## src/rtl/stream_mux_rr.sv

```systemverilog
// stream_mux_rr: N-channel valid/ready stream multiplexer with a registered
// output stage. Selection is round-robin (RR_MODE=1) or by SEL (RR_MODE=0).
// Optional transfer counter enabled by defining STREAM_MUX_STATS_EN.
//
// Ports:
//   clk, rst        clock, synchronous active-high reset
//   CNT_CLR         (stats build) synchronous clear of XFER_CNT
//   XFER_CNT        (stats build) 16-bit output handshake counter
//   IN_DATA         flattened channel data, channel i = [i*N +: N]
//   IN_VALID        per-channel valid
//   IN_READY        per-channel ready (combinational)
//   SEL             channel select, fixed mode only
//   OUT_DATA        registered output data
//   OUT_CH          index of the channel that supplied OUT_DATA
//   OUT_VALID       registered output valid
//   OUT_READY       consumer ready
module stream_mux_rr #(
    parameter int unsigned N       = 32,
    parameter int unsigned NUM_CH  = 4,
    parameter int unsigned RR_MODE = 1,
    parameter int unsigned SEL_W   = $clog2(NUM_CH)
) (
    input  logic                clk,
    input  logic                rst,
`ifdef STREAM_MUX_STATS_EN
    input  logic                CNT_CLR,
    output logic [15:0]         XFER_CNT,
`endif
    input  logic [NUM_CH*N-1:0] IN_DATA,
    input  logic [NUM_CH-1:0]   IN_VALID,
    output logic [NUM_CH-1:0]   IN_READY,
    input  logic [SEL_W-1:0]    SEL,
    output logic [N-1:0]        OUT_DATA,
    output logic [SEL_W-1:0]    OUT_CH,
    output logic                OUT_VALID,
    input  logic                OUT_READY
);

    // Valid vector padded to the full select range so out-of-range SEL reads 0.
    localparam int unsigned SPAN = 1 << SEL_W;

    logic [SEL_W-1:0] ptr;
    logic [SEL_W-1:0] cand;
    logic [SEL_W-1:0] gnt_idx;
    logic             gnt_any;
    logic             can_load;
    logic             xfer;
    logic [SPAN-1:0]  valid_ext;
    logic [N-1:0]     gnt_data;

    assign valid_ext = SPAN'(IN_VALID);

    // Output register can take a beat when empty or draining this cycle.
    assign can_load = !rst && (!OUT_VALID || OUT_READY);
    assign xfer     = can_load && gnt_any;

    // Grant: round-robin search starting after the last winner, or SEL.
    always_comb begin : grant_sel
        gnt_any = 1'b0;
        gnt_idx = '0;
        cand    = '0;
        if (RR_MODE != 0) begin
            for (int unsigned k = 1; k <= NUM_CH; k++) begin
                cand = SEL_W'((32'(ptr) + k) % NUM_CH);
                if (!gnt_any && valid_ext[cand]) begin
                    gnt_any = 1'b1;
                    gnt_idx = cand;
                end
            end
        end else begin
            gnt_any = valid_ext[SEL];
            gnt_idx = SEL;
        end
    end

    // Data of the granted channel.
    always_comb begin : data_sel
        gnt_data = '0;
        for (int unsigned i = 0; i < NUM_CH; i++) begin
            if (gnt_idx == SEL_W'(i)) begin
                gnt_data = IN_DATA[i*N +: N];
            end
        end
    end

    for (genvar g = 0; g < NUM_CH; g++) begin : g_ready
        assign IN_READY[g] = xfer && (gnt_idx == SEL_W'(g));
    end

    // Output stage and priority pointer; pointer only moves on a transfer.
    always_ff @(posedge clk) begin : out_reg
        if (rst) begin
            OUT_VALID <= 1'b0;
            OUT_DATA  <= '0;
            OUT_CH    <= '0;
            ptr       <= SEL_W'(NUM_CH - 1);
        end else if (xfer) begin
            OUT_VALID <= 1'b1;
            OUT_DATA  <= gnt_data;
            OUT_CH    <= gnt_idx;
            ptr       <= gnt_idx;
        end else if (OUT_VALID && OUT_READY) begin
            OUT_VALID <= 1'b0;
        end
    end

`ifdef STREAM_MUX_STATS_EN
    // Output handshake counter; clear wins over increment, wraps at 16 bits.
    always_ff @(posedge clk) begin : stats_cnt
        if (rst || CNT_CLR) begin
            XFER_CNT <= '0;
        end else if (OUT_VALID && OUT_READY) begin
            XFER_CNT <= XFER_CNT + 16'd1;
        end
    end
`else
    // Statistics counter not built.
`endif

endmodule
```

## config.mk

```make
export PLATFORM = sky130hd
export DESIGN_NAME = stream_mux_rr
export DESIGN_NICKNAME = d
export VERILOG_FILES = /design/src/rtl/stream_mux_rr.sv
export SDC_FILE = /design/constraint.sdc
export NUM_CORES = 1
export LEC_CHECK = 0
export CAP_MARGIN = 5
export CORE_MARGIN = 3
export CORE_UTILIZATION = 34
export CTS_BUF_LIST = sky130_fd_sc_hd__clkbuf_2
export CTS_CLUSTER_SIZE = 10
export DETAILED_ROUTE_END_ITERATION = 16
export PLACE_DENSITY_LB_ADDON = 0.2
export SLEW_MARGIN = 15
export SYNTH_ARGS = -nofsm -noshare
export SYNTH_HDL_FRONTEND = slang
export SYNTH_SLANG_ARGS = --single-unit
```

## constraint.sdc

```tcl
create_clock -name clk -period 1.8 [get_ports clk]
set_input_delay 0.36 -clock clk [delete_from_list [all_inputs] [get_ports clk]]
set_output_delay 0.36 -clock clk [all_outputs]
set_load 0.02 [all_outputs]
```

; ---- Yosys cells after proc, flatten, opt, wreduce, memory -nomap -nowiden
; Index checks and enable logic that the tools add are counted.
; W data, S select, Z words.
[classes]
mux = 22
reduce_logical = 18
eq_ne = 3
add_sub_neg = 4
order_cmp = 4
[ops]
columns = cell, count
row1 = $mux W32, 4
row2 = $lt A2 B3 Y1 const B, 4
row3 = $logic_and A1 B1 Y1, 10
row4 = $mux W1, 10
row5 = $bmux W1 S2, 4
row6 = $mux W2, 4
row7 = $logic_not A1 Y1, 5
row8 = $add A2 B1 Y2 const B, 2
row9 = $add A2 B2 Y2 const B, 2
row10 = $eq A2 B2 Y1 const B, 2
row11 = $eq A2 B1 Y1 const B, 1
row12 = $logic_not A2 Y1, 1
row13 = $reduce_bool A2 Y1, 1
row14 = $logic_or A1 B1 Y1, 1
[totals]
out_inout_bits = 39
in_bits = 137
elab_cells = 55
reg_bits = 37

; ---- Longest topological paths before layout
; Gate-level depths: netlist of the first run.
[depth]
depth_word = 18
ltp_mapped = 7
ltp_nobuf = 5

; ---- Worst setup path before layout of the first run
; No wires, ideal clock.
[synth_path]
path_type = flip-flop to output port
start = reg ptr[0]
end = out IN_READY[0]
stages_incl_launch_ff = 7
slack_ns = -0.232
t_arrival_ns = 1.672
n_path_buf = 2
t_required_ns = 1.440
path_cell_list = dfxtp_1 -> nand2b_2 -> o21ai_1 -> a211o_1 -> buf_6 -> buf_2 -> nor3_1
[synth_between]
elab_chain_len = 15
elab_cells_between_ends = 29
classes_between = 4 x add/sub / 16 x mux / 9 x reduce/logical
[synth_lines]
columns = element, line_no
row1 = "start, declared", 42  ; logic [SEL_W-1:0] ptr;
row2 = "start signal, assigned", 96  ; ptr <= SEL_W'(NUM_CH - 1);
row3 = "start signal, assigned", 101  ; ptr <= gnt_idx;
row4 = $add A2 B1 Y2, 64  ; cand = SEL_W'((32'(ptr) + k) % NUM_CH);
row5 = $bmux W1 S2, 65  ; if (!gnt_any && valid_ext[cand]) begin
row6 = $mux W1 (implied by the code), 65
row7 = $mux W1, 65
row8 = $logic_not A1 Y1, 65
row9 = $logic_and A1 B1 Y1, 65
row10 = $mux W1, 65
row11 = $logic_not A1 Y1, 65
row12 = $logic_and A1 B1 Y1, 65
row13 = $mux W1, 65
row14 = $logic_not A1 Y1, 65
row15 = $logic_and A1 B1 Y1, 65
row16 = $mux W2 or $mux W1 (tied branches), 65
row17 = $logic_not A2 Y1 or $logic_and A1 B1 Y1 (tied branches), "87, 55"
row18 = $logic_and A1 B1 Y1 *, 87  ; assign IN_READY[g] = xfer && (gnt_idx == SEL_W'(g));
row19 = "end, declared", 31  ; output logic [NUM_CH-1:0] IN_READY,
; Mark *: on every way between the ends. The rest lies on a longest branch, timed or not. The select of a mux whose other input is x is not followed.

; ---- Worst setup path after layout of the first run
[layout_path]
start = in IN_VALID[1]
end = out IN_READY[3]
[layout_between]
elab_chain_len = 14
elab_cells_between_ends = 25
classes_between = 1 x eq/ne / 16 x mux / 8 x reduce/logical
[layout_lines]
columns = element, line_no
row1 = "start, declared", 30  ; input logic [NUM_CH-1:0] IN_VALID,
row2 = $bmux W1 S2, 65
row3 = $mux W1 (implied by the code), 65
row4 = $mux W1, 65
row5 = $logic_not A1 Y1, 65
row6 = $logic_and A1 B1 Y1, 65
row7 = $mux W1, 65
row8 = $logic_not A1 Y1, 65
row9 = $logic_and A1 B1 Y1, 65
row10 = $mux W1, 65
row11 = $logic_not A1 Y1, 65
row12 = $logic_and A1 B1 Y1, 65
row13 = $mux W2 or $mux W1 (tied branches), 65
row14 = $eq A2 B2 Y1 or $logic_and A1 B1 Y1 (tied branches), "87, 55"
row15 = $logic_and A1 B1 Y1 *, 87
; Marks and branches as above.

==> results of run 1 <==
-- cell type report --
class	instances	area [um^2]	area share
clock buffers	6	30.0	0.00580
clock inverters	1	3.75	0.000725
inverters	1	3.75	0.000725
multi-input cells	193	1830	0.353
flip-flops and latches	37	746	0.144
well taps	99	124	0.0239
repair buffers	215	2440	0.472
-- through the flow --
stage / total power [mW] / hold WS [ps]
global route: 3.77 / 502
finish: 3.56 / 483
floorplan: 2.08 / 505
CTS: 3.62 / 471
detailed placement: 2.74 / 456
global placement: 2.72 / 453
-- cells in the final DEF, fill, tap and decap left out, drive strengths merged, types with 9 or more instances in the layout --
cell and n:
clkdlybuf4s50 135, mux2i 64, buf 46, dfxtp 37, o21ai 33, nand3b 32
mux2 32, dlymetal6s2s 30, nor2 9
-- worst max-delay path, stage by stage --
cell	delay (ps)
clkdlybuf4s15_1	220
buf_6	150
o21a_1	200
a211oi_4	330
nand2_2	160
nor2b_4	140
buf_6	120
-- routing by layer --
layer / GRT usage / share of wire
met1: 0.230 / 0.40
met2: 0.342 / 0.49
met3: 0.0705 / 0.094
met4: 0.0361 / 0.0069
met5: 0 / 0
-- sequential cells by signal (all words and copies together), names as in the netlist --
name,cells
OUT_CH,2
OUT_DATA,32
OUT_VALID,1
ptr,2
-- path summary, 6_finish.rpt --
| check | startpoint | endpoint | slack [ps] | depth (start not counted) |
|---|---|---|---|---|
| worst max-delay path | IN_VALID[1] | IN_READY[3] | -250 | 7 |
| worst min-delay path | OUT_DATA[22]$_SDFFE_PP0N_ | OUT_DATA[22]$_SDFFE_PP0N_ | 480 | 2 |
| worst max register to register | ptr[0]$_SDFFE_PP1N_ | OUT_DATA[7]$_SDFFE_PP0N_ | -200 | 9 |
| worst min register to register | OUT_DATA[22]$_SDFFE_PP0N_ | OUT_DATA[22]$_SDFFE_PP0N_ | 480 | 2 |
-- cell families (layout without fill, tap and decap cells) --
logic type      count (synthesis)  count (layout)
mux                            96              96
simple gates                   59              59
compound gates                 38              38
flops                          37              37
buf+inv                        24             223
-- power groups by stage --
stage               clock [mW]  sequential, mW  combinational, mW
CTS                      0.378            1.02               2.22
finish                   0.351            1.02               2.18
global route             0.417            1.04               2.31
global placement             0            1.03               1.68
detailed placement           0            1.04               1.70
floorplan                    0            1.19              0.890
-- repair_timing --
action / CTS / global route
endpoints found under the hold margin: 0 / 0
endpoints found under the setup margin: 37 / 66
setup buffers: 16 / 1
gates resized for setup: 80 / 31
pin swaps: 5 / 3
cloned: 9 / 0
==> flow_metrics.py, run 1 <==
metrics = {
    "synthesis": {
        "syn-cell-area_mm2": 0.00263,
        "ys_seq_area_frac": 0.282,
        "synth_adder_area_share": 0,
        "synth_seq_cells": 37,
        "synth_cells": 254,
        "synthTopCellsByCount": "mux2i_1 (64), dfxtp_1 (37), nand3b_1 (32)",
        "muxShareOfSynthArea": 0.404,
        "yosysTopAreaCellShare": 0.282,
        "ys_warn_count": 0,
        "synthFlopType": "dfxtp_1",
        "synth_top_family_by_area": "multiplexers",
        "async_reset_ff_frac": 0,
        "synth_cell_types": 30,
        "netlist_top_cells_area": "dfxtp_1 (28%), mux2i_1 (24%), mux2_4 (9.1%), nand3b_1 (9.1%), mux2_2 (6.9%)",
        "synth_xor_area_frac": 0,
        "synth_edf_count": 0,
        "yosys.area_share.simple": 0.146,
        "synth_compound_gate_area_share": 0.0976,
        "synth_top_cell_by_area": "dfxtp_1",
        "syn_area_per_cell_um2": 10.3,
        "yosysMostFrequentCell": "mux2i_1",
        "synth_nets": 391,
    },
    "floorplan": {
        "die_y_um": 93.9,
        "core_mm2": 0.00737,
        "die_w_um": 93.9,
        "num_rows": 31,
        "io_pins": 176,
        "start_util": 0.357,
        "dieArea_mm2": 0.00882,
    },
    "timing": {
        "slew_violations": 0,
        "min_period_over_period": 1.14,
        "fin_ws_ps": -249,
        "period_minus_slack_ps": 2050,
        "slew_headroom": 0.757,
        "timing.fmax_mhz": 488,
        "setup_viol": 36,
        "rsz0062_at_grt": "yes",
        "fin_tns_setup_ps": -6430,
        "final-hold-violation-count": 0,
        "tightest_slew_ps": 361,
        "skew_ps": 14.2,
    },
    "cts": {
        "cts_made_buffers": 5,
        "cts_buffer_depth": 2,
        "clk_pin_slew_ps": 170,
        "root_buffer": "clkbuf_2",
        "cts_max_level": 2,
        "cts_tree": "done",
        "cts_sinks": 37,
        "clock_latency_ps": 360,
        "cts-hold-fix-buffers": 0,
    },
    "placed_design": {
        "dp_slack_ps": -1020,
        "io_buffers": 173,
        "hpwl_um": 5880,
        "dp.cells": 521,
        "gp_congestion": 0.753,
        "placed_area_mm2": 0.00448,
    },
    "layout": {
        "fin_nets": 590,
        "area_delta_synth_final_pct": 97.0,
        "diodes": 0,
        "final_core_util": 0.702,
        "drive_above_1_share": 0.252,
        "final_cell_area_mm2": 0.00517,
        "num-fill-cells": 544,
        "instances_no_fill": 552,
    },
    "drt": {
        "drtPass1Iterations": 4,
        "antenna_left": 0,
        "routed_wl_um": 8780,
        "avgRoutedWirePerCell_um": 15.9,
        "vias": 2655,
        "drtIter0Drc": 60,
        "drc_errors": 0,
        "vias_per_cell": 4.81,
    },
    "global_route": {
        "antenna_found_initial": 0,
        "grt_pass1_vias": 2733,
        "grt.overflow.total": 0,
        "grt_usage": 0.195,
        "grt_max_degree": 38,
        "grt_pass1_wl_um": 13600,
    },
    "power": {
        "cellPowerDensity_mw_per_mm2": 688,
        "p_switching_mw": 1.17,
        "p_comb_frac": 0.614,
        "leakage_nw": 2.52,
        "power_frac_seq": 0.288,
        "swShare": 0.330,
        "ir_worst_vdd_uv": 317,
        "p_int_mw": 2.39,
        "clkPwrFrac": 0.099,
    },
    "run_status": {
        "violations": "setup timing",
        "outcome": "complete, but fails checks",
    },
    "run": {
        "cap_violations": 0,
    },
    "setup_path": {
        "required_ps": 1440,
        "cp_max_fo": 5,
        "path_class": "input pin to output pin",
        "cp-end-kind": "output pin",
        "arrival_ps": 1690,
        "startpoint_type": "input pin",
    },
    "hold_path": {
        "hp-class": "flip-flop to flip-flop",
    },
}
Power figures use the tool's default switching activity.
==> run 2, diff against run 1 <==
- TNS_END_PERCENT: unset -> 5
==> flow_metrics.py, run 2 (synthesized netlist as in run 1, its figures left out) <==
metrics = {
    "run_status": {
        "outcome": "complete, but fails checks",
        "violations": "setup timing",
    },
    "run": {
        "cap_violations": 0,
    },
    "cts": {
        "cts_tree": "done",
        "clock_latency_ps": 360,
        "clk_pin_slew_ps": 180,
        "cts_sinks": 37,
        "cts_made_buffers": 5,
        "root_buffer": "clkbuf_2",
        "cts_max_level": 2,
        "cts-hold-fix-buffers": 0,
        "cts_buffer_depth": 2,
    },
    "setup_path": {
        "cp_max_fo": 6,
        "path_class": "flip-flop to output pin",
        "ff2ff_setup_slack_ps": -210,
        "cp-end-kind": "output pin",
        "worstSetupStartpoint": "ptr[0]$_SDFFE_PP1N_",
        "startpoint_type": "flip-flop",
        "rr_worst_depth": 7,
        "slowest_delay_ps": 410,
        "r2r_start": "ptr[0]$_SDFFE_PP1N_",
        "cpMaxStageDelayCell": "dfxtp_4",
        "r2r_end": "OUT_DATA[27]$_SDFFE_PP0N_",
        "required_ps": 1440,
        "crit_chain": "nand2b_4 > o21ai_2 > a211o_4 > and2_4 > buf_6",
        "arrival_ps": 1670,
    },
    "global_route": {
        "grt_pass1_vias": 2651,
        "grt_usage": 0.165,
        "grt.overflow.total": 0,
        "antenna_found_initial": 0,
        "grt_pass1_wl_um": 11800,
        "grt_max_degree": 40,
    },
    "power": {
        "cellPowerDensity_mw_per_mm2": 668,
        "leakage_nw": 2.15,
        "ir_worst_vdd_uv": 275,
        "p_total_mw": 3.14,
    },
    "layout": {
        "regMostFlops": "OUT_DATA",
        "diodes": 0,
        "final_core_util": 0.638,
        "layout_common_cells": "clkdlybuf4s50_1 (145), mux2i_1 (64), dfxtp_1 (35)",
        "fin_nets": 569,
        "area_delta_synth_final_pct": 78.9,
        "final_cell_area_mm2": 0.00470,
        "largestRegisters": "OUT_DATA x32, OUT_CH x2, ptr x2",
        "drive_above_1_share": 0.233,
        "regArea_um2": 746,
        "num-fill-cells": 620,
        "final_common_cell": "clkdlybuf4s50_1",
        "multi_input_area_mm2": 0.00181,
        "largest_register_ff_count": 32,
    },
    "placed_design": {
        "placed_area_mm2": 0.00446,
        "hpwl_um": 5890,
        "gp_congestion": 0.727,
        "io_buffers": 173,
    },
    "floorplan": {
        "die_y_um": 93.9,
        "die_w_um": 93.9,
        "io_pins": 176,
        "start_util": 0.357,
        "num_rows": 31,
        "dieArea_mm2": 0.00882,
        "core_mm2": 0.00737,
    },
    "drt": {
        "top_layer": "met4",
        "drc_errors": 0,
        "vias": 2520,
        "avgRoutedWirePerCell_um": 14.1,
        "vias_per_cell": 4.74,
        "drtPass1Iterations": 4,
        "routed_wl_um": 7500,
        "dr_wl_met3_um": 794,
        "drtIter0Drc": 31,
        "antenna_left": 0,
        "m1WireLength_um": 2910,
        "dr_wl_met2_um": 3750,
    },
    "timing": {
        "slew_violations": 0,
        "slew_headroom": 0.701,
        "timing.fmax_mhz": 492,
        "setup_viol": 34,
        "period_minus_slack_ps": 2030,
        "tightest_slew_ps": 448,
        "fin_ws_ps": -232,
        "min_period_over_period": 1.13,
        "skew_ps": 13.7,
        "rsz0062_at_grt": "yes",
        "final-hold-violation-count": 0,
    },
    "hold_path": {
        "holdPathEnd": "OUT_CH[1]$_SDFFE_PP0N_",
        "hold_path_depth": 2,
        "hp-class": "flip-flop to flip-flop",
        "hp-start": "OUT_CH[1]$_SDFFE_PP0N_",
    },
}
run 2: cell types whose count changed in the layout (fill, tap and decap cells not counted), moves of 2 or more:
cell,delta
clkdlybuf4s50_1,+10
dlymetal6s2s_1,-10
buf_16,-9
mux2_2,+9
mux2_4,-9
buf_12,-7
o21ai_1,-7
o21ai_2,+7
buf_4,-2
buf_6,-2
clkbuf_2,+2
run 2: where the power goes:
part / total (mW) / leakage, nW / internal, mW / switching, mW
sequential: 1.02 / 0.308 / 0.955 / 0.0696
clock: 0.371 / 0.0332 / 0.115 / 0.256
combinational: 1.74 / 1.81 / 1.02 / 0.726
run 2: worst max path at each step:
stage,cells past startpoint,endpoint
after global placement,6,IN_READY[1]
after detailed placement,6,IN_READY[1]
after floorplan,5,IN_READY[3]
final,5,IN_READY[1]
after global routing,6,IN_READY[1]
after CTS,6,IN_READY[0]
run 2: stage by stage:
| step | hold slack [ps] | setup TNS, ps | setup slack [ps] | std cells |
|---|---|---|---|---|
| 3_5_place_dp | 448 | -31220 | -1000 | 520 |
| 6_report | 471 | -5350 | -232 | 532 |
| 3_3_place_gp | 446 | -29120 | -958 | 520 |
| 4_1_cts | 440 | -4300 | -265 | 531 |
| 5_1_grt | 507 | -8990 | -336 | 532 |
| 2_1_floorplan | 505 | -26.8 | -19.2 | 254 |
run 2: timing repair:
| action | in CTS | in global routing |
|---|---|---|
| buffers inserted | 3 | 1 |
| pin swaps | 3 | 3 |
| gates cloned | 0 | 0 |
| gates resized for setup | 45 | 34 |
| endpoints found under the setup margin | 37 | 56 |
run 2: worst max-delay path: cells and delay by family, from the launching register on:
kind	cells	cell delay, ps
buf+inv	1	120
simple gates	2	330
compound gates	2	440
flops	1	410
run 2: layout make-up:
type,count,share of cell area
tap,99,0.0264
multi-input combinational,193,0.385
sequential,37,0.159
clock buffer,8,0.00852
timing repair buffer,194,0.420
inverter,1,0.000799
run 2: metal layers:
metal | up-vias | track usage
li1 | 1285 | -
met1 | 1125 | 0.184
met2 | 106 | 0.295
met3 | 4 | 0.0649
met4 | 0 | 0.0385
met5 | - | 0
==> run 3, diff against run 2 <==
- CORE_ASPECT_RATIO: unset -> 0.6
==> flow_metrics.py, run 3 (synthesized netlist as in run 1, its figures left out) <==
metrics = {
    "run_status": {
        "outcome": "complete, but fails checks",
        "violations": "setup timing",
    },
    "placed_design": {
        "dp_slack_ps": -1020,
        "hpwl_um": 6420,
        "gp_congestion": 0.764,
        "dp.cells": 522,
        "io_buffers": 173,
    },
    "timing": {
        "slew_headroom": 0.667,
        "rsz0062_at_grt": "yes",
        "setup_viol": 36,
        "tightest_slew_ps": 499,
        "fin_ws_ps": -239,
        "slew_violations": 0,
        "timing.fmax_mhz": 490,
        "final-hold-violation-count": 0,
        "skew_ps": 7.65,
        "period_minus_slack_ps": 2040,
        "fin_tns_setup_ps": -5820,
        "whs_ps": 474,
        "min_period_over_period": 1.13,
    },
    "setup_path": {
        "startpoint_type": "input pin",
        "required_ps": 1440,
        "cp_max_fo": 5,
        "arrival_ps": 1680,
        "path_class": "input pin to output pin",
        "cp-end-kind": "output pin",
    },
    "drt": {
        "drc_errors": 0,
        "routed_wl_um": 8360,
        "drtIter0Drc": 70,
        "vias_per_cell": 4.75,
        "drtPass1Iterations": 4,
        "vias": 2532,
        "antenna_left": 0,
        "avgRoutedWirePerCell_um": 15.7,
    },
    "layout": {
        "final_common_cell": "clkdlybuf4s50_1",
        "drive_above_1_share": 0.203,
        "regMostFlops": "OUT_DATA",
        "fin_nets": 566,
        "final_core_util": 0.629,
        "instances_no_fill": 533,
        "diodes": 0,
        "largestRegisters": "OUT_DATA x32, OUT_CH x2, ptr x2",
        "largest_register_ff_count": 32,
        "layout_common_cells": "clkdlybuf4s50_1 (152), mux2i_1 (64), dfxtp_1 (35)",
        "area_delta_synth_final_pct": 76.9,
    },
    "floorplan": {
        "dieArea_mm2": 0.00885,
        "core_mm2": 0.00739,
        "start_util": 0.356,
        "die_w_um": 119,
        "die_y_um": 74.1,
        "io_pins": 176,
        "num_rows": 24,
    },
    "run": {
        "cap_violations": 0,
    },
    "cts": {
        "cts_sinks": 37,
        "cts-hold-fix-buffers": 0,
        "cts_max_level": 2,
        "cts_made_buffers": 5,
        "clock_latency_ps": 360,
        "clk_pin_slew_ps": 180,
        "root_buffer": "clkbuf_2",
        "cts_buffer_depth": 2,
        "cts_tree": "done",
    },
    "global_route": {
        "grt_pass1_vias": 2541,
        "grt_usage": 0.179,
        "grt_pass1_wl_um": 12700,
        "grt.overflow.total": 0,
        "grt_max_degree": 38,
        "antenna_found_initial": 0,
    },
    "power": {
        "cellPowerDensity_mw_per_mm2": 675,
        "leakage_nw": 2.03,
        "ir_worst_vdd_uv": 299,
    },
    "hold_path": {
        "hp-class": "flip-flop to flip-flop",
    },
}
[run 3: changes by cell type in the layout (fill, tap and decap cells not counted), sizes merged]
cell,change
buf,-4
clkdlybuf4s50,+7
clkbuf,-1
dlymetal6s2s,-7
clkinv,+1
[run 3: final timing paths]
path,from,endpoint,slack [ps],depth (start not counted)
setup / recovery,IN_VALID[1],IN_READY[1],-240,8
hold / removal,OUT_CH[1]$_SDFFE_PP0N_,OUT_CH[1]$_SDFFE_PP0N_,470,2
setup reg to reg,ptr[1]$_SDFFE_PP1N_,OUT_DATA[30]$_SDFFE_PP0N_,-200,9
hold reg to reg,OUT_CH[1]$_SDFFE_PP0N_,OUT_CH[1]$_SDFFE_PP0N_,470,2
[run 3: through the flow]
step / cell area (um^2) / power (mW)
floorplan: 2660 / 2.08
global placement: 4450 / 2.70
detailed placement: 4450 / 2.74
CTS: 4580 / 3.16
global route: 4650 / 3.32
finish: 4650 / 3.13
[run 3: power by group]
part | leakage (nW) | internal, mW | switching [mW]
clock network | 0.0265 | 0.0910 | 0.263
logic | 1.70 | 1.02 | 0.730
registers | 0.309 | 0.955 | 0.0766
[run 3: worst max-delay path: stages]
cell             delay (ps)
clkdlybuf4s15_1         200
buf_6                   140
o21a_1                  210
a211oi_4                310
buf_6                   140
nor2_1                   40
and2_4                  150
buf_6                   120
[run 3: area by class of cell]
type	count	area [um^2]
fill	647	2740
timing repair buffer	191	1960
sequential	37	748
clock buffer	6	30.0
clock inverter	1	3.75
multi-input combinational	193	1770
inverter	1	3.75
tap	104	130
[run 3: routing by layer]
metal,wire (um),track usage,share of wire,vias up
li1,-,-,-,1276
met1,3520,0.214,0.42,1148
met4,59,0.0355,0.0071,0
met2,3890,0.306,0.47,104
met3,885,0.0775,0.11,4
met5,0,0,0,-
[run 3: what timing repair did]
item                       in CTS  in global routing
buffers inserted                3                  0
resized for setup              43                 21
pin swaps                       4                  5
gates cloned                    1                  0
setup endpoints to repair      39                 51
